`src/rtl/fpu_pkg.sv`:
```
// Shared FPU definitions: storage format, mantissa field layout, status
// encoding and the normalize/round stage state type.
package fpu_pkg;

  localparam int EXP_W    = 6;
  localparam int FRAC_W   = 25;
  localparam int EXP_IN_W = 8;
  localparam int BIAS     = 31;

  // Raw mantissa as produced by the adder SUM step: carry, hidden, fraction, guard, sticky
  localparam int MANT_W    = FRAC_W + 4;
  localparam int M_CARRY   = 28;
  localparam int M_HIDDEN  = 27;
  localparam int M_FRAC_HI = 26;
  localparam int M_FRAC_LO = 2;
  localparam int M_GUARD   = 1;
  localparam int M_STICKY  = 0;

  // One-hot status bit positions
  localparam int ST_EXACT = 0;
  localparam int ST_OVF   = 1;
  localparam int ST_UNF   = 2;
  localparam int ST_INX   = 3;

  typedef enum logic [2:0] {
    S_IDLE  = 3'd0,
    S_NORM  = 3'd1,
    S_ROUND = 3'd2,
    S_PACK  = 3'd3,
    S_HOLD  = 3'd4
  } state_t;

  // Builds the one-hot status word for a given status bit position
  function automatic logic [3:0] status_onehot(input int idx);
    return 4'(1 << idx);
  endfunction

endpackage

```
`src/rtl/fpu_rne_round.sv`:
```
// Round-to-nearest-even on the raw mantissa: increments the fraction LSB
// when the guard bit is set and either sticky or the LSB itself is set.
module fpu_rne_round
  import fpu_pkg::*;
#(
  parameter int MW = MANT_W
) (
  input  logic [MW-1:0] mant,
  output logic [MW-1:0] mant_rounded,
  output logic          round_up,
  output logic          inexact
);

  // Decide the rounding increment and report any discarded precision
  always_comb begin
    round_up     = mant[M_GUARD] & (mant[M_STICKY] | mant[M_FRAC_LO]);
    inexact      = mant[M_GUARD] | mant[M_STICKY];
    mant_rounded = round_up ? (mant + MW'(1 << M_FRAC_LO)) : mant;
  end

endmodule

```
`src/rtl/fpu_norm_round.sv`:
```
// Normalize/round/pack stage after the FPU adder. Normalizes one shift per
// cycle, rounds to nearest-even, classifies zero/overflow/underflow and
// presents the packed word plus one-hot status through valid/ready.
module fpu_norm_round #(
  parameter int EXP_W    = fpu_pkg::EXP_W,
  parameter int FRAC_W   = fpu_pkg::FRAC_W,
  parameter int EXP_IN_W = fpu_pkg::EXP_IN_W,
  parameter int BIAS     = fpu_pkg::BIAS
) (
  input  logic                       clock,
  input  logic                       reset,
  input  logic                       in_valid,
  output logic                       in_ready,
  input  logic                       in_sign,
  input  logic signed [EXP_IN_W-1:0] in_exp,
  input  logic [FRAC_W+3:0]          in_mant,
  output logic                       out_valid,
  input  logic                       out_ready,
  output logic [31:0]                data_out,
  output logic [3:0]                 status_out
);

  import fpu_pkg::*;

  localparam int MW = FRAC_W + 4;
  localparam logic signed [EXP_IN_W:0] BIAS_X   = (EXP_IN_W+1)'(BIAS);
  localparam logic signed [EXP_IN_W:0] EXP_SAT  = (EXP_IN_W+1)'((1 << EXP_W) - 1);
  localparam logic signed [EXP_IN_W:0] EXP_ZERO = '0;

  state_t state, state_next;

  logic                       sign_q;
  logic signed [EXP_IN_W-1:0] exp_q;
  logic [MW-1:0]              mant_q;
  logic                       zero_q;
  logic                       inexact_q;
  logic [31:0]                data_q;
  logic [3:0]                 status_q;

  logic [MW-1:0]              rnd_mant;
  logic                       rnd_up;
  logic                       rnd_inexact;
  logic signed [EXP_IN_W:0]   biased;

  fpu_rne_round #(.MW(MW)) u_rne (
    .mant         (mant_q),
    .mant_rounded (rnd_mant),
    .round_up     (rnd_up),
    .inexact      (rnd_inexact)
  );

  assign biased     = {exp_q[EXP_IN_W-1], exp_q} + BIAS_X;
  assign in_ready   = (state == S_IDLE);
  assign out_valid  = (state == S_HOLD);
  assign data_out   = data_q;
  assign status_out = status_q;

  // State register; reset abandons whatever operation is in flight
  always_ff @(posedge clock) begin
    if (reset) begin
      state <= S_IDLE;
    end else begin
      state <= state_next;
    end
  end

  // Next-state: stay in NORM while shifting, revisit NORM once after a rounding carry
  always_comb begin
    state_next = state;
    case (state)
      S_IDLE: begin
        if (in_valid) begin
          state_next = S_NORM;
        end
      end
      S_NORM: begin
        if (mant_q == '0) begin
          state_next = S_PACK;
        end else if (!mant_q[M_CARRY] && mant_q[M_HIDDEN]) begin
          state_next = S_ROUND;
        end
      end
      S_ROUND: begin
        if (rnd_up && rnd_mant[M_CARRY]) begin
          state_next = S_NORM;
        end else begin
          state_next = S_PACK;
        end
      end
      S_PACK: begin
        state_next = S_HOLD;
      end
      S_HOLD: begin
        if (out_ready) begin
          state_next = S_IDLE;
        end
      end
      default: begin
        state_next = S_IDLE;
      end
    endcase
  end

  // Datapath: capture, single-step normalize, round, then classify and pack the result
  always_ff @(posedge clock) begin
    if (reset) begin
      sign_q    <= 1'b0;
      exp_q     <= '0;
      mant_q    <= '0;
      zero_q    <= 1'b0;
      inexact_q <= 1'b0;
      data_q    <= '0;
      status_q  <= '0;
    end else begin
      case (state)
        S_IDLE: begin
          if (in_valid) begin
            sign_q    <= in_sign;
            exp_q     <= in_exp;
            mant_q    <= in_mant;
            zero_q    <= 1'b0;
            inexact_q <= 1'b0;
          end
        end
        S_NORM: begin
          if (mant_q == '0) begin
            zero_q <= 1'b1;
          end else if (mant_q[M_CARRY]) begin
            mant_q <= {1'b0, mant_q[MW-1:2], mant_q[M_GUARD] | mant_q[M_STICKY]};
            exp_q  <= exp_q + EXP_IN_W'(1);
          end else if (!mant_q[M_HIDDEN]) begin
            mant_q <= {mant_q[MW-2:0], 1'b0};
            exp_q  <= exp_q - EXP_IN_W'(1);
          end
        end
        S_ROUND: begin
          mant_q    <= rnd_mant;
          inexact_q <= inexact_q | rnd_inexact;
        end
        S_PACK: begin
          if (zero_q) begin
            data_q   <= 32'h0000_0000;
            status_q <= status_onehot(ST_EXACT);
          end else if (biased >= EXP_SAT) begin
            data_q   <= {sign_q, {EXP_W{1'b1}}, {FRAC_W{1'b0}}};
            status_q <= status_onehot(ST_OVF);
          end else if (biased <= EXP_ZERO) begin
            data_q   <= {sign_q, 31'h0};
            status_q <= status_onehot(ST_UNF);
          end else begin
            data_q   <= {sign_q, biased[EXP_W-1:0], mant_q[M_FRAC_HI:M_FRAC_LO]};
            status_q <= inexact_q ? status_onehot(ST_INX) : status_onehot(ST_EXACT);
          end
        end
        default: begin
        end
      endcase
    end
  end

endmodule

```
`config.mk`:
```
export PLATFORM = sky130hd
export DESIGN_NAME = fpu_norm_round
export DESIGN_NICKNAME = d
export VERILOG_FILES = /design/src/rtl/fpu_pkg.sv /design/src/rtl/fpu_rne_round.sv /design/src/rtl/fpu_norm_round.sv
export SDC_FILE = /design/constraint.sdc
export NUM_CORES = 1
export LEC_CHECK = 0
export CORE_MARGIN = 5
export CORE_UTILIZATION = 30
export CTS_BUF_LIST = sky130_fd_sc_hd__clkbuf_2 sky130_fd_sc_hd__clkbuf_4 sky130_fd_sc_hd__clkbuf_8
export DETAILED_ROUTE_END_ITERATION = 6
export GPL_TIMING_DRIVEN = 0
export PLACE_DENSITY = 0.58
export SKIP_LAST_GASP = 1
export SYNTH_ARGS = -nofsm -noshare
export SYNTH_HDL_FRONTEND = slang
export SYNTH_SLANG_ARGS = --single-unit
```
`constraint.sdc`:
```
create_clock -name clock -period 3.6 [get_ports clock]
set_input_delay 0.72 -clock clock [delete_from_list [all_inputs] [get_ports clock]]
set_output_delay 0.72 -clock clock [all_outputs]
set_load 0.005 [all_outputs]
```
Yosys cells after proc, flatten, opt, wreduce, memory -nomap -nowiden:

Cells that the tools add are included.

* logic and storage cells: 75
* memories kept: 0
* register bits: 79
* bits in latches: 0
* memory bits (writable): 0
* ROM bits: 0
* output and inout bits: 38
* input port bits: 42

* multiply operators: 0
* equal/unequal tests: 11
* bitwise operators: 4
* shift-type cells: 0
* reduce and logical (&&, ||, !) cells: 16
* $lt $le $gt $ge: 2
* $add $sub $neg: 4
* multiplexer cells: 28
* divide/modulo/power cells: 0

Operator list (count)
* $mux 29: 3
* $pmux 29 s3: 1
* $mux 31: 2
* $mux 28: 2
* $mux 32: 1
* $mux 8: 4
* $add 29x3->29 const B: 1
* $logic_not 29->1: 1
* $mux 4: 4
* $pmux 8 s2: 1
* $pmux 3 s5: 1
* $mux 3: 4
* $add 8x6->9 const B: 1
* $ge 9x7->1 const B: 1
* $le 9x1->1 const B: 1
* $reduce_and 3->1: 3
* $add 8x2->8 const B: 1
* $ne 2x2->1 const B: 4
* $reduce_and 4->1: 2
* $sub 8x2->8 const B: 1
* $eq 3x2->1 const B: 2
* $ne 3x3->1 const B: 2
* $reduce_and 5->1: 1
* $pmux 1 s2: 2
* 13 further kinds: 19

Depth between registers and ports, before layout:

Gate-level depths: netlist of the first run.

* depth in word-level cells: 6
* mapped depth: 11
* gate-level depth less buffers: 8

Modules after synthesis:

From an unflattened synthesis of the first run, not the netlist that was laid out.

* cell total of the unflattened synthesis: 582
* area total of the unflattened synthesis: 5084.9 µm²

By module, submodules not included
* fpu_norm_round: sequential area each 1581.5 µm², instances 1, cells each 500, area an instance 4505.6 µm²
* fpu_rne_round: sequential area each 0.0 µm², instances 1, cells each 82, area an instance 579.3 µm²

Worst setup path after synthesis of the first run:

No wires, ideal clock.

* kind: reg2reg
* start point: register exp_q[0]
* end point: register data_q[8] (netlist: data_out[8])
* cell stages (with the launch flop): 12
* path buffers: 3
* clock period less this slack: 2.623 ns
* arrival: 2.564 ns
* slack: 0.977 ns
* path through: dfxtp_1 > clkbuf_1 > inv_1 > ha_1 > buf_4 > or4b_4 > a211oi_2 > a211oi_1 > a41o_1 > nor3b_4 > buf_6 > a22o_1

* longest elaborated chain between the ends: 5
* elaborated cells on any way between the ends: 6
* those cells by class: 1 x add/sub; 2 x order compare; 3 x mux

RTL lines
* start: declaration: line fpu_norm_round.sv:33 `logic signed [EXP_IN_W-1:0] exp_q;`
* start signal: assignment: line fpu_norm_round.sv:119 `exp_q <= in_exp;`
* start signal: assignment: line fpu_norm_round.sv:130 `exp_q <= exp_q + EXP_IN_W'(1);`
* start signal: assignment: line fpu_norm_round.sv:133 `exp_q <= exp_q - EXP_IN_W'(1);`
* $add 8x6->9 (*): line fpu_norm_round.sv:52 `assign biased = {exp_q[EXP_IN_W-1], exp_q} + BIAS_X;`
* $le 9x1->1: line fpu_norm_round.sv:147 `end else if (biased <= EXP_ZERO) begin`
* $mux 31: line fpu_norm_round.sv:147
* $mux 31 (*): line fpu_norm_round.sv:144 `end else if (biased >= EXP_SAT) begin`
* $mux 32 (*): line fpu_norm_round.sv:141 `if (zero_q) begin`
* end signal: assignment: line fpu_norm_round.sv:145 `data_q <= {sign_q, {EXP_W{1'b1}}, {FRAC_W{1'b0}}};`
* end signal: assignment: line fpu_norm_round.sv:148 `data_q <= {sign_q, 31'h0};`
* end signal: assignment: line fpu_norm_round.sv:151 `data_q <= {sign_q, biased[EXP_W-1:0], mant_q[M_FRAC_HI:M_FRAC_LO]};`
* end: declaration: line fpu_norm_round.sv:37 `logic [31:0] data_q;`

Every way passes the cells marked *; elsewhere a longest branch is shown, timed or not.
A chain may end at the register's enable or synchronous reset.

Worst setup path after layout of the first run:

* start point: register exp_q[0]
* end point: register data_q[14] (netlist: data_out[14])

Same word-level chain as after synthesis.

==> summary.txt, run 1 <==
Place
  • RePlAce Congestion: 0.946
  • Placed cell areas: 0.00593 sq mm
  • HPWL Detailed: 12900 um
  • I/O Buffers: 79
  • Dpl ws: 0.560 ns

Floorplanning
  • Starting Density: 0.307
  • IO Count: 80
  • Die height: 137 um
  • Die area: 0.0189 sq mm
  • Die Width: 137 um
  • Core region area: 0.0159 sq mm
  • # rows: 46

Critical path
  • R2r setup slk: 0.52 ns
  • Worst R2R End: data_out[14]
  • CP arrival: 3.36 ns
  • Crit path capture type: register
  • Critical path type: register to register
  • Worst R2R Start: exp_q[0]
  • R2R cell count: 10
  • Crit path max fanout: 10
  • Startpoint Class: register
  • CP Data Required Time: 3.88 ns

Pwr
  • Sw frac: 0.367
  • Worst VDD drop: 0.000206 V
  • Internal: 1.72 mW
  • Clock power frac: 0.295
  • Pleak: 2.12 nW
  • Flop pwr share: 0.371
  • Combinational share of power: 0.333
  • Switch Pwr: 0.996 mW
  • Cell Pwr Density: 440 mW/mm^2

Drt
  • Metal2 WL: 7440 um
  • WL/cell: 18.6 um
  • Remaining DRCs: 0
  • Pre-antenna DRT Iters: 5
  • DR top layer: met4
  • Via density: 5.53
  • Met1 wire length: 7890 um
  • Final WL: 17300 um
  • WL met3: 1530 um
  • Final ANT Viol Nets: 0
  • Via count: 5135
  • DRT iter0 DRCs: 403

Synthesis
  • Post-synthesis cell area: 0.00487 sq mm
  • Synthesized area per cell: 7.90 sq um
  • Post-synthesis simple-gate area fraction: 0.208
  • Post-synthesis async set-or-reset flop share: 0
  • Yosys top cell area share: 0.325
  • Cells after Synth: 617
  • Post-synth top flop: dfxtp_1
  • Synth cell count leaders: dfxtp_1 (79), o21ai_0 (63), nand2_1 (61)
  • Seq cells post-synth: 79
  • Synth Area in Compound Gates: 0.299
  • Number of flops mapped to enable cells by yosys: 0
  • Most frequent cell after synthesis: dfxtp_1
  • Synth area leader: dfxtp_1
  • Net Count, Synth: 670
  • Xor/xnor share of the synthesized area: 0.0180
  • Top cells by area, synth: dfxtp_1 (32%), o21ai_0 (6.5%), mux2i_1 (5.5%), a21oi_1 (5.4%), nand2_1 (4.7%)
  • Mux contribution to synthesized area: 0.0555
  • YS warnings: 0
  • Seq/Total Area, Yosys: 0.325
  • Post-synthesis cell type count: 65
  • Synth Area in Adders: 0.0298
  • Main combinational cell family by area after synthesis: compound AO/OA/AOI/OAI gates

Global route
  • Pin count of the biggest net entering global routing: 15
  • Vias in the first global route: 4973
  • GRT Overall Usage: 0.185
  • GRT overflow: 0
  • Antenna violations before repair: 0
  • First-pass GRT wire length: 27100 um

Layout
  • Layout cell share with drive strength beyond 1: 0.0562
  • Synth-to-layout area growth: 26.5%
  • Nets: 760
  • # diodes: 0
  • Post-route design area: 0.00616 sq mm

Min path
  • Hold depth: 2
  • Min-Delay Endpoint: status_out[1]
  • Hold crit path type: register to register
  • Worst Min Path Start: status_out[1]

Timing
  • Period utilisation layout: 0.855
  • Fin. Hold Viols: 0
  • Min Tclk post-route: 3.08 ns
  • Final Max Tran Viols: 0
  • Max Clk Rate: 0.325 GHz
  • Fin Clk Skew: 0.00891 ns
  • Worst setup margin: 0.522 ns
  • Worst Tran Pin Value: 0.960 ns
  • RSZ-0062 raised after global routing: no
  • Post-route setup TNS: 0 ns
  • Setup violations, final: 0
  • Max-slew headroom: 0.360

Clocking
  • TritonCTS clock tree: built
  • Clock Latency Late Sink: 0.39 ns
  • Num CTS Buffers: 9
  • PostCTS Resize Cnt: 0
  • Maximum clock path buffer count: 2
  • H-tree depth reported by CTS: 3
  • Hold Buf Count CTS: 0
  • Setup bufs post-CTS: 0
  • Worst-path clk slew: 0.09 ns
  • Root buf cell: clkbuf_8
  • CTS sink cnt: 79

Run status
  • Status: completed

Run
  • Max-cap violations: 0
[area by class of cell]
class / count / area, sq um
Sequential cell: 79 / 1580
Buffer: 61 / 273
Timing Repair Buffer: 79 / 791
Inverter: 11 / 41.3
Clock buffer: 10 / 138
Fill cell: 1685 / 9720
Clock inverter: 6 / 92.6
Tap cell: 216 / 270
Multi-Input combinational cell: 466 / 2980
[critical path, stage by stage, from the launching register on]
cell      delay [ns]
dfxtp_1         0.43
clkbuf_1        0.40
inv_1           0.15
ha_1            0.23
buf_4           0.17
o41ai_1         0.49
a21oi_1         0.15
o31ai_2         0.45
nor3b_4         0.14
buf_6           0.17
a22o_1          0.18
[how the worst max path moves through the flow]
stage	to	from	cells past startpoint	slack, ns
after floorplan	data_out[8]	exp_q[0]	11	0.98
after global placement	data_out[15]	exp_q[0]	10	0.59
after detailed placement	data_out[8]	exp_q[0]	10	0.56
after CTS	data_out[15]	exp_q[0]	10	0.53
after global routing	data_out[12]	exp_q[0]	10	0.29
final	data_out[14]	exp_q[0]	10	0.52
[cells by family (layout without fill, tap and decap cells)]
family,Yosys count,after routing
AOI/OAI and AO/OA,221,221
and+or+nand+nor,197,197
DFF,79,79
buffers and inverters,72,167
muxes,27,27
adders and majority gates,11,11
xor gates and xnor gates,10,10
[stage by stage]
stage	hold slack [ns]	power, mW	instances	utilization
2_1_floorplan	0.432	1.65	617	-
3_3_place_gp	0.436	1.91	912	0.374
3_5_place_dp	0.439	1.92	912	0.374
4_1_cts	0.453	2.71	928	0.388
5_1_grt	0.484	2.87	928	0.388
6_report	0.453	2.71	928	0.388
[power groups by stage]
stage / Clock [mW] / Combinational [mW] / Sequential (mW)
after CTS: 0.806 / 0.896 / 1.00
after global placement: 0 / 0.884 / 1.02
after global routing: 0.849 / 1.00 / 1.02
after detailed placement: 0 / 0.891 / 1.03
after floorplan: 0 / 0.647 / 0.999
final: 0.800 / 0.904 / 1.01
[flip-flops by register name, summed over array words and instances (netlist names)]
name and flops:
data_out 32, exp_q 8, inexact_q 1, mant_q 29, sign_q 1, state 3, status_out 4, zero_q 1
[layout by cell type, fill, tap and decap left out, types with 8 or more instances in the layout]
master and count:
dfxtp_1 79, clkdlybuf4s50_1 79, o21ai_0 63, nand2_1 61, a21oi_1 53, clkbuf_1 46, nor3_1 32, nor2_1 31
mux2i_1 27, a22o_1 26, nand3_1 14, inv_1 11, ha_1 10, clkbuf_8 10, xnor2_1 9, a31oi_1 9
nor4_1 8, a211oi_1 8
[layer usage]
metal,track usage,vias up
li1,-,2478
met1,0.262,2394
met2,0.268,225
met3,0.0435,38
met4,0.0748,0
met5,0,-
Power figures use the tool's default switching activity.
==> inputs of run 2 (changes only) <==
--- a/config.mk
+++ b/config.mk
@@ -8,6 +8,7 @@
 export CORE_MARGIN = 5
 export CORE_UTILIZATION = 30
 export CTS_BUF_LIST = sky130_fd_sc_hd__clkbuf_2 sky130_fd_sc_hd__clkbuf_4 sky130_fd_sc_hd__clkbuf_8
+export CTS_CLUSTER_DIAMETER = 120
 export DETAILED_ROUTE_END_ITERATION = 6
 export GPL_TIMING_DRIVEN = 0
 export PLACE_DENSITY = 0.58
==> results of run 2 <==
Same layout as run 1: the final DEF is identical, and so are final timing and power.
